### src/rtl/xillybus_mem8_pkg.sv
// Shared sizes and arbiter state encoding for the mem_8 seekable store.
package xillybus_mem8_pkg;

  localparam int ADDR_W = 5;
  localparam int DEPTH  = 32;
  localparam int DATA_W = 8;

  typedef enum logic [1:0] {
    HOST  = 2'd0,
    DRAIN = 2'd1,
    LOCAL = 2'd2
  } state_e;

endpackage

### src/rtl/xillybus_mem8_arbiter_if.sv
// Host (Xillybus mem_8) and local-client signals; master drives requests, slave is the arbiter.
interface xillybus_mem8_arbiter_if;
  import xillybus_mem8_pkg::*;

  logic              user_w_mem_8_wren;
  logic              user_w_mem_8_open;
  logic [DATA_W-1:0] user_w_mem_8_data;
  logic              user_w_mem_8_full;
  logic              user_r_mem_8_rden;
  logic              user_r_mem_8_open;
  logic [DATA_W-1:0] user_r_mem_8_data;
  logic              user_r_mem_8_empty;
  logic              user_r_mem_8_eof;
  logic [ADDR_W-1:0] user_mem_8_addr;
  logic              user_mem_8_addr_update;
  logic              loc_req;
  logic              loc_we;
  logic [ADDR_W-1:0] loc_addr;
  logic [DATA_W-1:0] loc_wdata;
  logic              loc_gnt;
  logic [DATA_W-1:0] loc_rdata;
  logic              loc_rvalid;

  modport master (
    output user_w_mem_8_wren, user_w_mem_8_open, user_w_mem_8_data,
    output user_r_mem_8_rden, user_r_mem_8_open,
    output user_mem_8_addr, user_mem_8_addr_update,
    output loc_req, loc_we, loc_addr, loc_wdata,
    input  user_w_mem_8_full, user_r_mem_8_data, user_r_mem_8_empty, user_r_mem_8_eof,
    input  loc_gnt, loc_rdata, loc_rvalid
  );

  modport slave (
    input  user_w_mem_8_wren, user_w_mem_8_open, user_w_mem_8_data,
    input  user_r_mem_8_rden, user_r_mem_8_open,
    input  user_mem_8_addr, user_mem_8_addr_update,
    input  loc_req, loc_we, loc_addr, loc_wdata,
    output user_w_mem_8_full, user_r_mem_8_data, user_r_mem_8_empty, user_r_mem_8_eof,
    output loc_gnt, loc_rdata, loc_rvalid
  );

endinterface

### src/rtl/xillybus_mem8_ram.sv
// 32x8 store; the owning side (by arbiter state) gets the single write port, reads register in one cycle.
// Writes are blocked while reset is asserted so an aborted access never lands.
module xillybus_mem8_ram
  import xillybus_mem8_pkg::*;
(
  input  logic              clk_i,
  input  logic              rst_n_i,
  input  state_e            state_i,
  input  logic              h_we_i,
  input  logic              h_re_i,
  input  logic [ADDR_W-1:0] h_addr_i,
  input  logic [DATA_W-1:0] h_wdata_i,
  input  logic              l_we_i,
  input  logic              l_re_i,
  input  logic [ADDR_W-1:0] l_addr_i,
  input  logic [DATA_W-1:0] l_wdata_i,
  output logic [DATA_W-1:0] h_rdata_o,
  output logic [DATA_W-1:0] l_rdata_o
);

  logic [DATA_W-1:0] mem_q [DEPTH];
  logic [DATA_W-1:0] h_rdata_q, l_rdata_q;
  logic              we;
  logic [ADDR_W-1:0] waddr;
  logic [DATA_W-1:0] wdata;

  always_comb begin
    we    = 1'b0;
    waddr = h_addr_i;
    wdata = h_wdata_i;
    case (state_i)
      HOST:  we = h_we_i;
      LOCAL: begin
        we    = l_we_i;
        waddr = l_addr_i;
        wdata = l_wdata_i;
      end
      default: we = 1'b0;
    endcase
  end

  always_ff @(posedge clk_i) begin
    if (rst_n_i && we) mem_q[waddr] <= wdata;
  end

  // Reads sample the array before this cycle's write, so a same-cycle wren/rden returns the old byte.
  always_ff @(posedge clk_i) begin
    if (!rst_n_i) begin
      h_rdata_q <= '0;
      l_rdata_q <= '0;
    end else begin
      if (state_i == HOST && h_re_i)  h_rdata_q <= mem_q[h_addr_i];
      if (state_i == LOCAL && l_re_i) l_rdata_q <= mem_q[l_addr_i];
    end
  end

  assign h_rdata_o = h_rdata_q;
  assign l_rdata_o = l_rdata_q;

endmodule

### src/rtl/xillybus_mem8_arbiter.sv
// Shares the mem_8 store between the Xillybus host and one local client; host reads return one cycle after rden.
// A pending local request stalls the host via registered full/empty after a bounded host run, then a DRAIN cycle.
module xillybus_mem8_arbiter
  import xillybus_mem8_pkg::*;
#(
  parameter int MAX_HOST_RUN  = 16,
  parameter int MAX_LOCAL_RUN = 4
) (
  input  logic                   bus_clk,
  input  logic                   bus_reset_n,
  xillybus_mem8_arbiter_if.slave bus
);

  localparam logic [7:0] HostRunMax   = 8'(MAX_HOST_RUN);
  localparam logic [3:0] LocalRunLast = 4'(MAX_LOCAL_RUN - 1);

  state_e            state_q, state_d;
  logic [7:0]        run_q, run_d;
  logic [3:0]        lrun_q, lrun_d;
  logic [ADDR_W-1:0] hptr_q, hptr_d, hbase;
  logic              full_q, full_d, empty_q, empty_d;
  logic              rvalid_q, rvalid_d;
  logic              host_own, any_open, gnt;

  assign host_own = (state_q == HOST);
  assign any_open = bus.user_w_mem_8_open | bus.user_r_mem_8_open;
  assign hbase    = (host_own && bus.user_mem_8_addr_update) ? bus.user_mem_8_addr : hptr_q;

  always_comb begin
    state_d = state_q;
    run_d   = run_q;
    lrun_d  = lrun_q;
    gnt     = 1'b0;
    case (state_q)
      HOST: begin
        if (bus.loc_req && run_q != HostRunMax) run_d = run_q + 8'd1;
        if (bus.loc_req && (run_q == HostRunMax || !any_open)) state_d = DRAIN;
      end
      DRAIN: begin
        lrun_d  = '0;
        state_d = LOCAL;
      end
      LOCAL: begin
        gnt = bus.loc_req;
        if (!bus.loc_req) begin
          state_d = HOST;
        end else begin
          lrun_d = lrun_q + 4'd1;
          if (lrun_q == LocalRunLast) state_d = HOST;
        end
      end
      default: state_d = HOST;
    endcase
    if (state_d == HOST && state_q != HOST) run_d = '0;
  end

  // The pointer only moves on host strobes while the host owns the array.
  always_comb begin
    hptr_d = hptr_q;
    if (host_own) begin
      hptr_d = (bus.user_w_mem_8_wren | bus.user_r_mem_8_rden) ? hbase + ADDR_W'(1) : hbase;
    end
  end

  assign full_d   = (state_d == HOST) ? ~bus.user_w_mem_8_open : 1'b1;
  assign empty_d  = (state_d == HOST) ? ~bus.user_r_mem_8_open : 1'b1;
  assign rvalid_d = gnt & ~bus.loc_we;

  always_ff @(posedge bus_clk) begin
    if (!bus_reset_n) begin
      state_q  <= HOST;
      run_q    <= '0;
      lrun_q   <= '0;
      hptr_q   <= '0;
      full_q   <= 1'b1;
      empty_q  <= 1'b1;
      rvalid_q <= 1'b0;
    end else begin
      state_q  <= state_d;
      run_q    <= run_d;
      lrun_q   <= lrun_d;
      hptr_q   <= hptr_d;
      full_q   <= full_d;
      empty_q  <= empty_d;
      rvalid_q <= rvalid_d;
    end
  end

  xillybus_mem8_ram u_ram (
    .clk_i     (bus_clk),
    .rst_n_i   (bus_reset_n),
    .state_i   (state_q),
    .h_we_i    (bus.user_w_mem_8_wren),
    .h_re_i    (bus.user_r_mem_8_rden),
    .h_addr_i  (hbase),
    .h_wdata_i (bus.user_w_mem_8_data),
    .l_we_i    (gnt & bus.loc_we),
    .l_re_i    (gnt & ~bus.loc_we),
    .l_addr_i  (bus.loc_addr),
    .l_wdata_i (bus.loc_wdata),
    .h_rdata_o (bus.user_r_mem_8_data),
    .l_rdata_o (bus.loc_rdata)
  );

  assign bus.user_w_mem_8_full  = full_q;
  assign bus.user_r_mem_8_empty = empty_q;
  assign bus.user_r_mem_8_eof   = 1'b0;
  assign bus.loc_gnt            = gnt;
  assign bus.loc_rvalid         = rvalid_q;

endmodule
### src/flat_wrapper.sv
// flat-port wrapper written by rule: the top's interface ports become plain ports
module xillybus_mem8_arbiter_flat import xillybus_mem8_pkg::*;
#(
  parameter int MAX_HOST_RUN  = 16,
  parameter int MAX_LOCAL_RUN = 4
)
  (bus_clk, bus_reset_n, bus_user_w_mem_8_wren, bus_user_w_mem_8_open, bus_user_w_mem_8_data, bus_user_r_mem_8_rden, bus_user_r_mem_8_open, bus_user_mem_8_addr, bus_user_mem_8_addr_update, bus_loc_req, bus_loc_we, bus_loc_addr, bus_loc_wdata, bus_user_w_mem_8_full, bus_user_r_mem_8_data, bus_user_r_mem_8_empty, bus_user_r_mem_8_eof, bus_loc_gnt, bus_loc_rdata, bus_loc_rvalid);
  xillybus_mem8_arbiter_if bus_i ();
  input  logic bus_clk;
  input  logic bus_reset_n;
  input wire logic [$bits(bus_i.user_w_mem_8_wren)-1:0] bus_user_w_mem_8_wren;
  input wire logic [$bits(bus_i.user_w_mem_8_open)-1:0] bus_user_w_mem_8_open;
  input wire logic [$bits(bus_i.user_w_mem_8_data)-1:0] bus_user_w_mem_8_data;
  input wire logic [$bits(bus_i.user_r_mem_8_rden)-1:0] bus_user_r_mem_8_rden;
  input wire logic [$bits(bus_i.user_r_mem_8_open)-1:0] bus_user_r_mem_8_open;
  input wire logic [$bits(bus_i.user_mem_8_addr)-1:0] bus_user_mem_8_addr;
  input wire logic [$bits(bus_i.user_mem_8_addr_update)-1:0] bus_user_mem_8_addr_update;
  input wire logic [$bits(bus_i.loc_req)-1:0] bus_loc_req;
  input wire logic [$bits(bus_i.loc_we)-1:0] bus_loc_we;
  input wire logic [$bits(bus_i.loc_addr)-1:0] bus_loc_addr;
  input wire logic [$bits(bus_i.loc_wdata)-1:0] bus_loc_wdata;
  output wire logic [$bits(bus_i.user_w_mem_8_full)-1:0] bus_user_w_mem_8_full;
  output wire logic [$bits(bus_i.user_r_mem_8_data)-1:0] bus_user_r_mem_8_data;
  output wire logic [$bits(bus_i.user_r_mem_8_empty)-1:0] bus_user_r_mem_8_empty;
  output wire logic [$bits(bus_i.user_r_mem_8_eof)-1:0] bus_user_r_mem_8_eof;
  output wire logic [$bits(bus_i.loc_gnt)-1:0] bus_loc_gnt;
  output wire logic [$bits(bus_i.loc_rdata)-1:0] bus_loc_rdata;
  output wire logic [$bits(bus_i.loc_rvalid)-1:0] bus_loc_rvalid;
  assign bus_i.user_w_mem_8_wren = bus_user_w_mem_8_wren;
  assign bus_i.user_w_mem_8_open = bus_user_w_mem_8_open;
  assign bus_i.user_w_mem_8_data = bus_user_w_mem_8_data;
  assign bus_i.user_r_mem_8_rden = bus_user_r_mem_8_rden;
  assign bus_i.user_r_mem_8_open = bus_user_r_mem_8_open;
  assign bus_i.user_mem_8_addr = bus_user_mem_8_addr;
  assign bus_i.user_mem_8_addr_update = bus_user_mem_8_addr_update;
  assign bus_i.loc_req = bus_loc_req;
  assign bus_i.loc_we = bus_loc_we;
  assign bus_i.loc_addr = bus_loc_addr;
  assign bus_i.loc_wdata = bus_loc_wdata;
  assign bus_user_w_mem_8_full = bus_i.user_w_mem_8_full;
  assign bus_user_r_mem_8_data = bus_i.user_r_mem_8_data;
  assign bus_user_r_mem_8_empty = bus_i.user_r_mem_8_empty;
  assign bus_user_r_mem_8_eof = bus_i.user_r_mem_8_eof;
  assign bus_loc_gnt = bus_i.loc_gnt;
  assign bus_loc_rdata = bus_i.loc_rdata;
  assign bus_loc_rvalid = bus_i.loc_rvalid;
  xillybus_mem8_arbiter #(.MAX_HOST_RUN(MAX_HOST_RUN), .MAX_LOCAL_RUN(MAX_LOCAL_RUN)) u_core (.bus_clk(bus_clk), .bus_reset_n(bus_reset_n), .bus(bus_i));
endmodule
### config.mk
export PLATFORM = sky130hd
export DESIGN_NAME = xillybus_mem8_arbiter_flat
export DESIGN_NICKNAME = d
export VERILOG_FILES = /design/src/rtl/xillybus_mem8_pkg.sv /design/src/rtl/xillybus_mem8_arbiter_if.sv /design/src/rtl/xillybus_mem8_ram.sv /design/src/rtl/xillybus_mem8_arbiter.sv /design/src/flat_wrapper.sv
export SDC_FILE = /design/constraint.sdc
export NUM_CORES = 1
export LEC_CHECK = 0
export ABC_AREA = 1
export CAP_MARGIN = 10
export CORE_UTILIZATION = 45
export CTS_CLUSTER_DIAMETER = 40
export DETAILED_ROUTE_END_ITERATION = 6
export GPL_ROUTABILITY_DRIVEN = 0
export SYNTH_ARGS = -nofsm -noshare
export SYNTH_HDL_FRONTEND = slang
export SYNTH_SLANG_ARGS = --single-unit
### constraint.sdc
create_clock -name bus_clk -period 3.12 [get_ports bus_clk]
set_input_delay 0.468 -clock bus_clk [delete_from_list [all_inputs] [get_ports bus_clk]]
set_output_delay 0.468 -clock bus_clk [all_outputs]
set_load 0.01 [all_outputs]
==> qor.yml, run 1 <==
dp_cells: 2273
hold_viol_final: 0
first_pass_iters: 6
required_ps: 2650
dieWidth_microns: 186.5
num_rows: 67
cts.repair.resized: 0
maxSlewHeadroom_pct: 55.58
synth_top_area_share_pct: 50.20
syn_inst: 1793
final_core_util_pct: 53.93
hold_slack_ps: 417.8
drtIter0Drc: 1749
status: "completed"
syn-num-nets: 1832
synth_cell_type_count: 37
critPathLaunch: "u_core.state_q[1]$_SDFF_PN0_"
clk-insertion-delay-late_ps: 570
cts_inserted_buffers: 44
worst_pin_slew_ps: 659.4
ys_warn_count: 0
ctsHtreeMaxLevel: 2
post-dp-hpwl_mm: 31.78
antenna_cells: 0
drv_cap: 0
worstPathArrival_ps: 2300
endpoint_kind: "output pin"
start_util_pct: 45.67
coreArea_sq_um: 33530
finalSetupTns_ps: 0
grt_pass1_vias: 12530
cts_root_buffer: "clkbuf_16"
grt_first_pass_wirelength_mm: 74.70
synth_ff_type: "edfxtp_1"
syn_area_per_cell_sq_um: 8.541
dp_slack_ps: 243.9
drt_wl_total_mm: 49.06
area_growth_syn_to_layout_pct: 18.08
cpMostUsedCell: "nor2_4"
avgViaCountPerCell: 5.669
cts_tree: "built"
synth_edf_count: 256
ff2ff_setup_slack_ps: 520
path_max_fanout: 19
synthArstFlopShare_pct: 0
port_buffers: 54
timing.rr.start: "u_core.state_q[0]$_SDFF_PN0_"
yosys.cell_count.top_type: "nand2_1"
layout-drive-gt1-share_pct: 9.711
irDropWorstVdd_v: 0.0004170
clk_pin_slew_ps: 50
clockBufferDepth: 3
cellPowerDensity_nw_per_um2: 587.4
drc_errors: 0
antenna_found_initial: 0
slowest_stage: "clkdlybuf4s50_1"
min_period_over_period_pct: 88.76
synthTopCellsByArea: "edfxtp_1 (50%), nand3_1 (9.6%), nand2_1 (7.6%), o21ai_0 (6.5%), inv_1 (6.4%)"
hold_buffers: 0
yosysTopAreaCell: "edfxtp_1"
max_freq_mhz: 361.1
synth_area_sq_um: 15310
numClockSinks: 294
crit_path_max_incr_delay_ps: 570
start_kind: "flip-flop"
hold_class: "in -> reg"
hp-start: "bus_user_r_mem_8_open"
critPathKind: "reg -> out"
setup_viol: 0
post_cts_buffers: 0
die_h_microns: 186.5
num_vias: 13340
leakage_nw: 7.368
crit_chain: "inv_1, nor2_4, inv_2, nor2_4, clkdlybuf4s50_1"
grt_overflow_total: 0
yosysSeqAreaShare_pct: 55.16
finalCriticalPeriod_ps: 2769
skew_ps: 8.760
rsz0062_at_grt: "false"
nNetsFinal: 1910
ios: 56
grt_usage_pct: 28.37
yosys-top-cells-count: "nand2_1 (310), nand3_1 (294), inv_1 (260)"
stdcell_count: 2353
ys_seq_elements: 294
post_drt_wl_per_cell_microns: 20.85
grt_max_degree: 93
final-max-slew-violation-count: 0
die_area_sq_um: 34770
setup_ws_ps: 350.7
ant_nets: 0
==> flip-flops by register name (all words and copies together) (netlist names), 2 cells and up <==
signal,count
u_core.lrun_q,4
u_core.u_ram.mem_q,256
u_core.state_q,2
u_core.hptr_q,5
u_core.run_q,8
u_core.u_ram.l_rdata_o,8
u_core.u_ram.h_rdata_o,8
==> final cells by class <==
cell class                      count  area [sq um]
Tap cell                          448         560.5
Timing Repair Buffer              141          1296
Clock buffer                       48          1116
Clock inverter                     32         285.3
Multi-Input combinational cell   1121          5368
Inverter                          269          1010
Sequential cell                   294          8448
Fill cell                        3028         15450
==> cell usage in the layout (no fill, tap or decap), types with 2 or more instances in the layout <==
cell type / Yosys / final
ha_1: 4 / 4
inv_1: 260 / 260
clkbuf_1: 53 / 4
clkinv_4: 0 / 5
clkinvlp_4: 0 / 3
a21oi_1: 96 / 96
o221ai_1: 4 / 4
clkbuf_16: 0 / 44
nor3b_1: 2 / 2
clkdlybuf4s50_1: 0 / 51
o21ai_4: 2 / 3
xor2_1: 5 / 5
o211ai_1: 49 / 49
bufinv_16: 0 / 2
inv_2: 6 / 6
buf_4: 11 / 80
clkinv_2: 0 / 9
dfxtp_1: 38 / 38
nor3_1: 5 / 5
nand4_1: 2 / 2
buf_12: 0 / 9
nand2_2: 3 / 2
edfxtp_1: 256 / 256
nand2_4: 2 / 4
nand3_1: 294 / 294
nor2_1: 124 / 124
clkinv_1: 3 / 5
o21ai_0: 199 / 199
nor2_2: 2 / 2
nand2_1: 310 / 309
o22ai_1: 4 / 4
o21ai_1: 3 / 3
inv_6: 0 / 9
nor2_4: 3 / 3
==> per-stage QoR <==
stage	area, sq um	power, W
3_3_place_gp	16680	0.005965
3_5_place_dp	16680	0.005973
4_1_cts	18080	0.01065
5_1_grt	18080	0.01097
6_report	18080	0.01062
2_1_floorplan	15310	0.005369
==> kinds of logic after synthesis <==
group,share of synthesized area (%)
and+or+nand+nor,21.27
buffers and inverters,9.918
AOI/OAI and AO/OA,13.01
DFF,55.16
xor gates and xnor gates,0.2859
adders and majority gates,0.3268
other,0.02449
==> layer usage <==
| metal | global-route usage [%] | share of wire [%] | up-vias |
|---|---|---|---|
| met5 | 0 | 0 | - |
| met4 | 12.67 | 4.5 | 0 |
| met2 | 43.43 | 45 | 711 |
| met3 | 6.056 | 10 | 142 |
| li1 | - | - | 6216 |
| met1 | 38.80 | 41 | 6270 |
==> worst paths after layout <==
| kind | end | cells past startpoint |
|---|---|---|
| max | bus_loc_gnt | 5 |
| min | u_core.bus.user_r_mem_8_empty$_SDFF_PN1_ | 2 |
| max reg2reg | u_core.u_ram.mem_q[12][2]$_DFFE_PP_ | 10 |
| min reg2reg | u_core.lrun_q[3]$_SDFFE_PN0P_ | 1 |
==> where the power goes <==
part | internal, W | switching, W
Clock | 0.00280 | 0.00189
Sequential | 0.00435 | 0.0000325
Combinational | 0.000466 | 0.00109
==> critical path: cells and delay by family, from the launching register on <==
family / cells / cell delay, ps
and+or+nand+nor: 2 / 460
buffers and inverters: 3 / 910
DFF: 1 / 370
Note: power is estimated with default switching activity, not from simulation.
==> run 2, diff against run 1 <==
--- a/config.mk
+++ b/config.mk
@@ -6,6 +6,7 @@
 export NUM_CORES = 1
 export LEC_CHECK = 0
 export ABC_AREA = 1
+export ABC_CLOCK_PERIOD_IN_PS = 3120
 export CAP_MARGIN = 10
 export CORE_UTILIZATION = 45
 export CTS_CLUSTER_DIAMETER = 40
==> results of run 2 <==
Same layout as run 1: the final DEF is identical, and so are final timing and power.
